<file path="config.mk">
export PLATFORM = sky130hd
export DESIGN_NAME = d_mem_dma_initiator_flat
export DESIGN_NICKNAME = d
export VERILOG_FILES = /design/src/rtl/d_mem_dma_initiator_if.sv /design/src/rtl/d_mem_dma_initiator.sv /design/src/flat_wrapper.sv
export SDC_FILE = /design/constraint.sdc
export NUM_CORES = 1
export LEC_CHECK = 0
export CAP_MARGIN = 20
export CORE_ASPECT_RATIO = 1.75
export CORE_MARGIN = 3
export CORE_UTILIZATION = 40
export DETAILED_ROUTE_END_ITERATION = 10
export MAX_ROUTING_LAYER = met4
export PLACE_DENSITY = 0.67
export SETUP_SLACK_MARGIN = 0.2
export SYNTH_ARGS = -nofsm -noshare
export SYNTH_HDL_FRONTEND = slang
export SYNTH_SLANG_ARGS = --single-unit
</file>
<file path="constraint.sdc">
create_clock -name clock -period 3 [get_ports clock]
set_input_delay 0.75 -clock clock [delete_from_list [all_inputs] [get_ports clock]]
set_output_delay 0.75 -clock clock [all_outputs]
set_load 0.01 [all_outputs]
</file>
<file path="src/rtl/d_mem_dma_initiator_if.sv">
// Request/response bundle between the DMA initiator and the data-memory responder.
interface d_mem_dma_initiator_if #(
  parameter int DATA_WIDTH   = 32,
  parameter int ADDRESS_BITS = 32
);
  logic                    mem_read;
  logic                    mem_write;
  logic [ADDRESS_BITS-1:0] mem_address;
  logic [DATA_WIDTH-1:0]   mem_wdata;
  logic [DATA_WIDTH-1:0]   mem_rdata;
  logic                    mem_valid;

  modport master (
    output mem_read, mem_write, mem_address, mem_wdata,
    input  mem_rdata, mem_valid
  );

  modport slave (
    input  mem_read, mem_write, mem_address, mem_wdata,
    output mem_rdata, mem_valid
  );
endinterface

</file>
<file path="src/rtl/d_mem_dma_initiator.sv">
// DMA copy engine: reads a word at src, writes it to dst, repeats for length words.
// 2 cycles/word with same-cycle mem_valid; requests are held until mem_valid or timeout.
module d_mem_dma_initiator #(
  parameter int DATA_WIDTH     = 32,
  parameter int ADDRESS_BITS   = 32,
  parameter int LEN_BITS       = 16,
  parameter int ADDR_STEP      = 4,
  parameter int TIMEOUT_CYCLES = 255
) (
  input  logic                    clock,
  input  logic                    reset,
  input  logic                    start,
  input  logic [ADDRESS_BITS-1:0] src_addr,
  input  logic [ADDRESS_BITS-1:0] dst_addr,
  input  logic [LEN_BITS-1:0]     length,
  input  logic                    abort,
  output logic                    busy,
  output logic                    done,
  output logic                    error,
  output logic                    aborted,
  output logic [LEN_BITS-1:0]     words_done,
  d_mem_dma_initiator_if.master   mem
);

  localparam int TW = (TIMEOUT_CYCLES > 1) ? $clog2(TIMEOUT_CYCLES + 1) : 1;

  typedef enum logic [1:0] {IDLE, RD_REQ, WR_REQ, FINISH} state_t;

  state_t                  state, state_nxt;
  logic [ADDRESS_BITS-1:0] cur_src, cur_dst;
  logic [LEN_BITS-1:0]     remaining, words_cnt;
  logic [DATA_WIDTH-1:0]   data_q;
  logic [TW-1:0]           tcount;
  logic                    abort_q, error_q, aborted_q;
  logic                    tmo, stop_req;

  assign busy       = (state != IDLE);
  assign done       = (state == FINISH);
  assign error      = error_q;
  assign aborted    = aborted_q;
  assign words_done = words_cnt;

  always_comb begin
    state_nxt       = state;
    mem.mem_read    = 1'b0;
    mem.mem_write   = 1'b0;
    mem.mem_address = '0;
    mem.mem_wdata   = '0;
    // mem_valid takes priority over an expiring timeout
    tmo      = !mem.mem_valid && (tcount == TW'(TIMEOUT_CYCLES - 1));
    stop_req = abort_q || abort;
    case (state)
      IDLE: begin
        if (start) state_nxt = (length == '0) ? FINISH : RD_REQ;
      end
      RD_REQ: begin
        mem.mem_read    = 1'b1;
        mem.mem_address = cur_src;
        if (mem.mem_valid) state_nxt = WR_REQ;
        else if (tmo)      state_nxt = FINISH;
      end
      WR_REQ: begin
        mem.mem_write   = 1'b1;
        mem.mem_address = cur_dst;
        mem.mem_wdata   = data_q;
        if (mem.mem_valid)
          state_nxt = (remaining == LEN_BITS'(1) || stop_req) ? FINISH : RD_REQ;
        else if (tmo)
          state_nxt = FINISH;
      end
      FINISH:  state_nxt = IDLE;
      default: state_nxt = IDLE;
    endcase
  end

  always_ff @(posedge clock or negedge reset) begin
    if (!reset) begin
      state <= IDLE;
    end else begin
      state <= state_nxt;
    end
  end

  always_ff @(posedge clock or negedge reset) begin
    if (!reset) begin
      cur_src   <= '0;
      cur_dst   <= '0;
      remaining <= '0;
      words_cnt <= '0;
      data_q    <= '0;
      tcount    <= '0;
      abort_q   <= 1'b0;
      error_q   <= 1'b0;
      aborted_q <= 1'b0;
    end else begin
      if (state_nxt != state)
        tcount <= '0;
      else if (!mem.mem_valid && (state == RD_REQ || state == WR_REQ))
        tcount <= tcount + TW'(1);

      case (state)
        IDLE: begin
          if (start) begin
            cur_src   <= src_addr;
            cur_dst   <= dst_addr;
            remaining <= length;
            words_cnt <= '0;
            error_q   <= 1'b0;
            aborted_q <= 1'b0;
            abort_q   <= 1'b0;
          end
        end
        RD_REQ: begin
          if (abort) abort_q <= 1'b1;
          if (mem.mem_valid) data_q  <= mem.mem_rdata;
          else if (tmo)      error_q <= 1'b1;
        end
        WR_REQ: begin
          if (abort) abort_q <= 1'b1;
          if (mem.mem_valid) begin
            words_cnt <= words_cnt + LEN_BITS'(1);
            cur_src   <= cur_src + ADDRESS_BITS'(ADDR_STEP);
            cur_dst   <= cur_dst + ADDRESS_BITS'(ADDR_STEP);
            remaining <= remaining - LEN_BITS'(1);
            if (stop_req) aborted_q <= 1'b1;
          end else if (tmo) begin
            error_q <= 1'b1;
          end
        end
        default: ;
      endcase
    end
  end

endmodule

</file>
<file path="src/flat_wrapper.sv">
// flat-port wrapper written by rule: the top's interface ports become plain ports
module d_mem_dma_initiator_flat 
#(
  parameter int DATA_WIDTH     = 32,
  parameter int ADDRESS_BITS   = 32,
  parameter int LEN_BITS       = 16,
  parameter int ADDR_STEP      = 4,
  parameter int TIMEOUT_CYCLES = 255
)
  (clock, reset, start, src_addr, dst_addr, length, abort, busy, done, error, aborted, words_done, mem_mem_read, mem_mem_write, mem_mem_address, mem_mem_wdata, mem_mem_rdata, mem_mem_valid);
  d_mem_dma_initiator_if #(.DATA_WIDTH(DATA_WIDTH), .ADDRESS_BITS(ADDRESS_BITS)) mem_i ();
  input  logic clock;
  input  logic reset;
  input  logic start;
  input  logic [ADDRESS_BITS-1:0] src_addr;
  input  logic [ADDRESS_BITS-1:0] dst_addr;
  input  logic [LEN_BITS-1:0] length;
  input  logic abort;
  output logic busy;
  output logic done;
  output logic error;
  output logic aborted;
  output logic [LEN_BITS-1:0] words_done;
  output wire logic [$bits(mem_i.mem_read)-1:0] mem_mem_read;
  output wire logic [$bits(mem_i.mem_write)-1:0] mem_mem_write;
  output wire logic [$bits(mem_i.mem_address)-1:0] mem_mem_address;
  output wire logic [$bits(mem_i.mem_wdata)-1:0] mem_mem_wdata;
  input wire logic [$bits(mem_i.mem_rdata)-1:0] mem_mem_rdata;
  input wire logic [$bits(mem_i.mem_valid)-1:0] mem_mem_valid;
  assign mem_mem_read = mem_i.mem_read;
  assign mem_mem_write = mem_i.mem_write;
  assign mem_mem_address = mem_i.mem_address;
  assign mem_mem_wdata = mem_i.mem_wdata;
  assign mem_i.mem_rdata = mem_mem_rdata;
  assign mem_i.mem_valid = mem_mem_valid;
  d_mem_dma_initiator #(.DATA_WIDTH(DATA_WIDTH), .ADDRESS_BITS(ADDRESS_BITS), .LEN_BITS(LEN_BITS), .ADDR_STEP(ADDR_STEP), .TIMEOUT_CYCLES(TIMEOUT_CYCLES)) u_core (.clock(clock), .reset(reset), .start(start), .src_addr(src_addr), .dst_addr(dst_addr), .length(length), .abort(abort), .busy(busy), .done(done), .error(error), .aborted(aborted), .words_done(words_done), .mem(mem_i));
endmodule
</file>
Yosys cells after proc, flatten, opt, wreduce, memory -nomap -nowiden
Index checks and enable logic that the tools add are counted.

word-level totals
  register bits = 141
  latch bits = 0
  memory bits (writable) = 0
  ROM bits = 0
  input bits = 117
  output and inout port bits = 86
  logic and storage cells = 79
  memories kept = 0

cells by class
  $add $sub $neg = 5
  multiply operators = 0
  divide/modulo/power cells = 0
  $lt $le $gt $ge = 0
  equality and inequality tests = 12
  shifts and indexed selects = 0
  multiplexer cells = 34
  bitwise logic cells = 0
  reductions and logical operators = 18

operator list
  operator                                               number
  one-hot mux 32 bit (2 select lines)                    3
  2-to-1 mux 32 bit                                      5
  adder 32 x 3 -> 32 bit, second input constant          2
  2-to-1 mux 16 bit                                      4
  one-hot mux 16 bit (2 select lines)                    2
  adder 16 x 1 -> 16 bit, second input constant          1
  == test 16 x 1 -> 1 bit, second input constant         1
  zero test 16 bit                                       1
  2-to-1 mux 8 bit                                       2
  subtractor 16 x 1 -> 16 bit, second input constant     1
  2-to-1 mux 2 bit                                       6
  adder 8 x 1 -> 8 bit, second input constant            1
  == test 8 bit, second input constant                   1
  2-to-1 mux 1 bit                                       8
  one-hot mux 2 bit (4 select lines)                     1
  AND reduction 4 bit                                    2
  nonzero test 2 bit                                     4
  inequality test 2 x 1 -> 1 bit, second input constant  3
  inequality test 2 bit, second input constant           3
  one-hot mux 1 bit (2 select lines)                     3
  AND reduction 3 bit                                    2
  == test 2 bit, second input constant                   2
  logical OR 1 bit                                       3
  == test 2 x 1 -> 1 bit, second input constant          1
  6 further kinds                                        7

Depth between registers and ports, before layout
Gate-level depths: netlist (run 1).

  depth after elaboration = 7
  mapped depth = 10
  gate-level depth less buffers = 7

Least setup slack after synthesis (run 1)
OpenSTA, ideal clock, no wires.

  path kind = reg-to-output
  from = reg u_core.state[0]
  to = out mem_mem_address[2]
  arrival time = 1917 ps
  data required time = 2250 ps
  path slack = 333 ps
  cell stages (with the launch flop) = 8
  path buffers = 3
  path through = dfrtp_1 > inv_1 > ha_1 > buf_2 > clkbuf_1 > clkbuf_1 > nand2_1 > a21boi_0

on the way
  word-level cells in the longest chain between the ends = 2
  elaborated cells on any way between the ends = 3
  classes of those cells = eq/ne (2); mux (1)

RTL lines
  element                                                  line                       RTL
  start: declaration                                       d_mem_dma_initiator.sv:29  state_t state, state_nxt;
  start signal: assignment                                 d_mem_dma_initiator.sv:80  state <= state_nxt;
  == test 2 bit or == test 2 x 1 -> 1 bit (tied branches)  d_mem_dma_initiator.sv:52  case (state)
  one-hot mux 32 bit (2 select lines) *                    d_mem_dma_initiator.sv:52
  end: declaration                                         flat_wrapper.sv:26         output wire logic [$bits(mem_i.mem_address)-1:0] mem_mem_address;

Every way passes the cells marked *; elsewhere a longest branch is shown, timed or not.

Final worst setup path (run 1)
  from = reg u_core.state[0]
  to = out mem_mem_address[12]

The elaborated chain is that of the path after synthesis.

==> results of run 1 <==
-- repair_timing --
| action | in CTS | in global routing |
|---|---|---|
| cloned | 2 | 0 |
| endpoints found under the setup margin | 75 | 11 |
| hold buffers | 0 | 0 |
| gates resized for setup | 81 | 12 |
| pin swaps | 1 | 0 |
| buffers inserted | 8 | 0 |
-- flip-flops by register name, summed over array words and instances, names as in the netlist --
name and cells:
u_core.abort_q 1, u_core.aborted 1, u_core.cur_dst 32, u_core.cur_src 32
u_core.data_q 32, u_core.error 1, u_core.remaining 16, u_core.state 2
u_core.tcount 8, u_core.words_done 16
-- path summary, 6_finish.rpt --
| check | from | endpoint | slack (ns) | depth (start not counted) |
|---|---|---|---|---|
| min in group clock | u_core.cur_src[1] | u_core.cur_src[1] | 0.49 | 2 |
| worst min-delay path | reset | u_core.remaining[6] | 0.28 | 1 |
| max in group asynchronous | reset | u_core.data_q[28] | 1.87 | 2 |
| worst max-delay path | u_core.state[0] | mem_mem_address[12] | 0.25 | 6 |
| worst min register to register | u_core.cur_src[1] | u_core.cur_src[1] | 0.49 | 2 |
| worst max register to register | u_core.state[0] | u_core.tcount[5] | 0.41 | 8 |
-- per-layer routing --
layer | share of wire (%) | GRT usage [%] | vias to the layer above | wire length (µm)
li1 | - | - | 3933 | -
met1 | 38 | 26.62 | 4004 | 10420
met2 | 54 | 43.65 | 269 | 14740
met3 | 4.7 | 4.262 | 60 | 1302
met4 | 3.7 | 10.80 | 0 | 1026
met5 | 0 | - | - | 0
-- synthesized netlist by cell type (6+ instances only) --
master    count
nor3_1       35
buf_2        13
nor2b_1      29
nand2_1      84
inv_1        15
a21oi_1      72
o22ai_1      50
nor4_1       13
xnor2_1      14
o21ai_0      37
ha_1         12
o211ai_1      8
clkbuf_1     45
nand3_1      59
a22oi_1      30
nor2_1       48
or3_1         9
o311ai_0      6
mux2i_1      30
and3_1       25
or4_1         8
dfrtp_1     141
nand4_1      22
and4_1        8
and2_1       37
mux2_2       34
-- worst reg2reg max path, delay by kind of cell, from the launching register on --
kind,cells,cell delay (ns)
buffers and inverters,2,0.47
adders and majority gates,1,0.18
DFF,1,0.40
AOI/OAI and AO/OA,1,0.20
muxes,1,0.42
and+or+nand+nor,3,0.78
-- layout make-up --
cell class,count,area (µm²),share of cell area [%]
Timing Repair Buffer,252,2566,21.95
Multi-Input combinational cell,728,4701,40.20
Inverter,16,62.56,0.5350
Sequential cell,141,3530,30.18
Clock inverter,8,70.07,0.5992
Tap cell,248,310.3,2.654
Clock buffer,22,454.2,3.884
-- cells by family (layout without fill, tap and decap cells) --
| kind of cell | after synthesis | count (layout) | synth area share (%) |
|---|---|---|---|
| muxes | 65 | 65 | 8.212 |
| adders and majority gates | 12 | 12 | 1.769 |
| xor gates and xnor gates | 17 | 17 | 1.754 |
| and+or+nand+nor | 399 | 399 | 25.61 |
| buffers and inverters | 81 | 298 | 3.804 |
| DFF | 141 | 141 | 41.57 |
| AOI/OAI and AO/OA | 235 | 235 | 17.28 |
-- power by group --
| group | internal, mW | total, mW | switching [mW] |
|---|---|---|---|
| sequential | 2.72 | 3.74 | 1.02 |
| combinational | 2.61 | 5.39 | 2.77 |
| clock | 1.14 | 1.95 | 0.809 |
==> metrics.md, run 1 <==
| Metric | Value |
|---|---|
| Status | completed |
| Number of buffers and inverters on the critical path | 3 |
| Largest net degree at the start of global routing | 51 |
| Post-Route WL | 27,480 µm |
| CP Data Required Time | 2.25 ns |
| Clk buf depth | 2 |
| Area delta synth->final | 37.79% |
| Worst-path clk slew | 0.06 ns |
| P per Cell Area | 947.5 mW/mm² |
| Core Area | 0.02055 mm² |
| Sink Count | 141 |
| Synth warn | 0 |
| Placed Instances | 1,375 |
| Via Count | 8,266 |
| Crit path kind | reg2out |
| Starting density of the core | 41.30% |
| Worst ir drop on vdd | 487.2 µV |
| Cells after Synth | 950 |
| CTS root buf | clkbuf_16 |
| N_diodes | 0 |
| Sequential-to-total area share from yosys stat | 41.57% |
| Setup violators final | 0 |
| GRT Overall Usage | 24.64% |
| DP Area | 0.01102 mm² |
| GR Overflow Total | 0 |
| CP top delay family | buffers and inverters |
| Period utilization | 91.76% |
| Drt first-iter violations | 483 |
| Core Rows | 69 |
| Mean Syn Cell Area | 8.934 µm² |
| CP peak stage delay | 0.40 ns |
| Mapped Area | 0.008487 mm² |
| Max-slew violations | 0 |
| Die width | 116.1 µm |
| Die Y | 198.7 µm |
| Final Hold Slack | 0.2785 ns |
| Yosys cell types | 66 |
| Num CTS Buffers | 17 |
| Final ANT Viol Nets | 0 |
| TritonRoute pass-1 iters | 8 |
| Yosys top cell area share | 41.57% |
| Largest area contributor in the netlist | dfrtp_1 |
| Worst setup margin | 0.2471 ns |
| # fillers | 1,878 |
| Final instance area | 0.01169 mm² |
| RSZ-0062 raised after global routing | true |
| Placer Congestion | 0.8367 |
| Vias per cell | 5.842 |
| Layout cell share with drive strength beyond 1 | 12.08% |
| I/O pin cnt | 203 |
| HP Class | in2async |
| EDFF count, synth | 0 |
| Synth Register Bits | 141 |
| Post-synth top flop | dfrtp_1 |
| Nets@finish | 1,285 |
| Crit end category | output pin |
| Clk_skew | 0.007333 ns |
| Number of global-route vias before repair | 8,341 |
| Slowest cell on crit path | dfrtp_1 |
| Global-route wire length before repair | 43,000 µm |
| Post-synth ARST share | 100.0% |
| Placed wire-length estimate | 19,390 µm |
| Setup WS pre-CTS | 0.09782 ns |
| Cell-by-cell trace of the critical path | buf_4 -> ha_4 -> bufbuf_16 -> a22oi_1 -> nor2b_1 -> dlygate4sd2_1 |
| Most frequent cells in the layout | 140 x dfrtp_1, 136 x clkdlybuf4s50_1, 84 x nand2_1 |
| Syn nets | 1,079 |
| Fmax | 363.3 MHz |
| Leak pwr | 5.015 nW |
| Sum of negative setup slack | 0 ns |
| CP arrival | 2.00 ns |
| H-tree Lvls | 4 |
| Number of port buffers | 202 |
| Finished Layout Cells | 1,415 |
| Crit start category | flop |
| Commonest non-fill, non-tap cell in the layout | dfrtp_1 |
| Synth area leaders | dfrtp_1 42%, mux2_2 4.5%, a21oi_1 4.2%, nand2_1 3.7%, o22ai_1 3.7% |
| Antenna violations before repair | 0 |
| Max FO, Critical Path | 13 |
| Clk_lat worst skew | 0.43 ns |
| # DRC | 0 |
| Max cap viols | 0 |
| WL/cell | 19.42 µm |
| Finished Core Util | 56.91% |
| CTS tree | done |
| Slew headroom | 49.49% |
| Worst slew pin tran | 0.7519 ns |
| Final hold viol count | 0 |
| Die area | 0.02307 mm² |
| Post-layout min period | 2.753 ns |
| Pwr Total | 11.08 mW |
(Power assumes the default switching activity.)
==> run 2: changes to the inputs <==
- CAP_MARGIN: 20 -> not set
- CORE_MARGIN: 3 -> 2
- PLACE_DENSITY: 0.67 -> 0.64
==> metrics.md, run 2 (synthesized netlist as in run 1, its figures left out) <==
| Metric | Value |
|---|---|
| Status | completed |
| Crit path kind | reg2out |
| CTS root buf | clkbuf_16 |
| N_diodes | 0 (unchanged) |
| # DRC | 0 (unchanged) |
| Post-layout min period | 2.752 ns (-0.0009720 ns) |
| Biggest regs | u_core.cur_dst x32, u_core.cur_src x32, u_core.data_q x32 |
| Period utilization | 91.73% (about the same) |
| Crit start category | flop |
| FF-to-FF setup slack | 0.61 ns (+0.20 ns) |
| Fmax | 363.4 MHz (about the same) |
| HP Class | in2async |
| Hold-fix buffers, CTS | 0 (unchanged) |
| Max cap viols | 0 (unchanged) |
| GRT Overall Usage | 25.30% (+0.65 points) |
| Logic pwr share | 48.0% (-0.6 points) |
| Final Hold Slack | 0.2738 ns (-0.004687 ns) |
| Drt first-iter violations | 395 (-18%) |
| # fillers | 1,956 (+4.2%) |
| Sw Share | 41.22% (-0.32 points) |
| Most frequent cells in the layout | 140 x dfrtp_1, 135 x clkdlybuf4s50_1, 83 x nand2_1 |
| H-tree Lvls | 4 (unchanged) |
| Placer Congestion | 0.8856 (+5.8%) |
| Global-route wire length before repair | 43,280 µm (+0.66%) |
| Clk pwr share | 18.9% (+1.3 points) |
| Area delta synth->final | 40.11% |
| Worst setup margin | 0.2481 ns (+0.0009720 ns) |
| Sum of negative setup slack | 0 ns (unchanged) |
| GR Overflow Total | 0 (unchanged) |
| Antenna violations before repair | 0 (unchanged) |
| CP Data Required Time | 2.25 ns (about the same) |
| Clk_lat worst skew | 0.42 ns (about the same) |
| RSZ-0062 raised after global routing | true |
| Flop pwr share | 33.1% (-0.7 points) |
| Vias per cell | 5.797 (-0.77%) |
| Reg2Reg Launch Point | u_core.state[1] |
| NetSw | 4.661 mW (+1.3%) |
| Commonest non-fill, non-tap cell in the layout | dfrtp_1 |
| Num CTS Buffers | 17 (unchanged) |
| Worst R2R Path Depth | 9 (+1) |
| Number of port buffers | 202 (unchanged) |
| Post-Route WL | 27,900 µm (+1.5%) |
| Layout cell share with drive strength beyond 1 | 13.80% (+1.7 points) |
| WL/cell | 19.57 µm (+0.75%) |
| Crit end category | output pin |
| Leak pwr | 5.132 nW (+2.3%) |
| Worst slew pin tran | 0.7512 ns (-0.0007171 ns) |
| P per Cell Area | 951.0 mW/mm² (+0.37%) |
| CTS tree | done |
| Via Count | 8,266 (unchanged) |
| Final hold viol count | 0 (unchanged) |
| Setup violators final | 0 (unchanged) |
| Placed Instances | 1,383 (+0.58%) |
| Slew headroom | 49.53% (about the same) |
| Max FO, Critical Path | 16 (+3) |
| Clk buf depth | 2 (unchanged) |
| TritonRoute pass-1 iters | 5 (-3) |
| Final ANT Viol Nets | 0 (unchanged) |
| I/O pin cnt | 203 (unchanged) |
| Starting density of the core | 40.71% (-0.59 points) |
| Placed wire-length estimate | 19,350 µm (-0.20%) |
| Internal cell power | 6.647 mW (+2.6%) |
| Die area | 0.02244 mm² (-2.7%) |
| Core Area | 0.02085 mm² (+1.4%) |
| CP arrival | 2.00 ns (about the same) |
| Sink Count | 141 (unchanged) |
| Max-slew violations | 0 (unchanged) |
| Worst ir drop on vdd | 562.7 µV (+15%) |
| Number of global-route vias before repair | 8,275 (-0.79%) |
| Worst-path clk slew | 0.06 ns (about the same) |
| Finished Layout Cells | 1,426 (+0.78%) |
| Core Rows | 70 (+1.4%) |
| Die Y | 196.7 µm (-1.0%) |
| CP endpoint | mem_mem_address[21] |
| Nets@finish | 1,290 (+0.39%) |
| Crit path from | u_core.state[1] |
| Setup WS pre-CTS | 0.1964 ns (+0.09855 ns) |
| Pwr Total | 11.31 mW (+2.1%) |
| Die width | 114.1 µm (-1.7%) |
| Largest net degree at the start of global routing | 56 (+9.8%) |
| Clk_skew | 0.007592 ns (+0.0002589 ns) |
| Reg2reg end | u_core.cur_src[25] |
==> run 2: worst min path at each step <==
stage                                  from                 to  slack, ns  cells past startpoint
after floorplan           u_core.cur_src[0]  u_core.cur_src[0]       0.44                      2
after global placement    u_core.cur_src[1]  u_core.cur_src[1]       0.45                      2
after detailed placement  u_core.cur_src[1]  u_core.cur_src[1]       0.46                      2
after CTS                             reset  u_core.data_q[26]       0.31                      1
after global routing                  reset  u_core.data_q[27]       0.32                      1
final                                 reset  u_core.data_q[27]       0.27                      1
==> run 2: power groups by stage <==
stage | Combinational, mW | Sequential, mW | Clock (mW)
6_report | 5.43 | 3.75 | 2.13
5_1_grt | 5.94 | 3.87 | 2.23
4_1_cts | 5.30 | 3.70 | 2.18
3_5_place_dp | 5.22 | 3.72 | 0
3_3_place_gp | 5.13 | 3.69 | 0
2_1_floorplan | 3.34 | 3.37 | 0
==> run 2: critical path: stages (launching register included) <==
cell and delay, ns:
dfrtp_2 0.43, buf_4 0.15, ha_4 0.16, buf_12 0.15, buf_6 0.16, a22oi_1 0.18
nor2b_1 0.07, dlygate4sd2_1 0.28
==> run 2: through the flow <==
stage	instance area [µm²]	util, %
after floorplan	8487	-
after global placement	11060	53.06
after detailed placement	11060	53.06
after CTS	11710	56.19
after global routing	11890	57.05
final	11890	57.05
==> run 2: per-layer routing <==
metal / share of wire (%) / vias up / track usage, %
li1: - / 3954 / -
met1: 40 / 4028 / 29.12
met2: 53 / 233 / 44.11
met3: 3.8 / 51 / 4.121
met4: 3.1 / 0 / 9.124
met5: 0 / - / -
==> run 2: area by class of cell <==
type                            count  area (µm²)  share of cell area [%]
Clock buffer                       26       499.2                   4.198
Clock inverter                      6       82.58                  0.6944
Inverter                           16       60.06                  0.5051
Timing Repair Buffer              257        2658                   22.35
Multi-Input combinational cell    728        4747                   39.92
Sequential cell                   141        3530                   29.68
Tap cell                          252       315.3                   2.652
==> run 2: what timing repair did <==
action                                  CTS  global route
endpoints found under the setup margin   66            50
gates cloned                              1             2
pin swaps                                 1             1
hold endpoints to repair                  0             0
resized for setup                        66            66
buffers inserted                          7             1
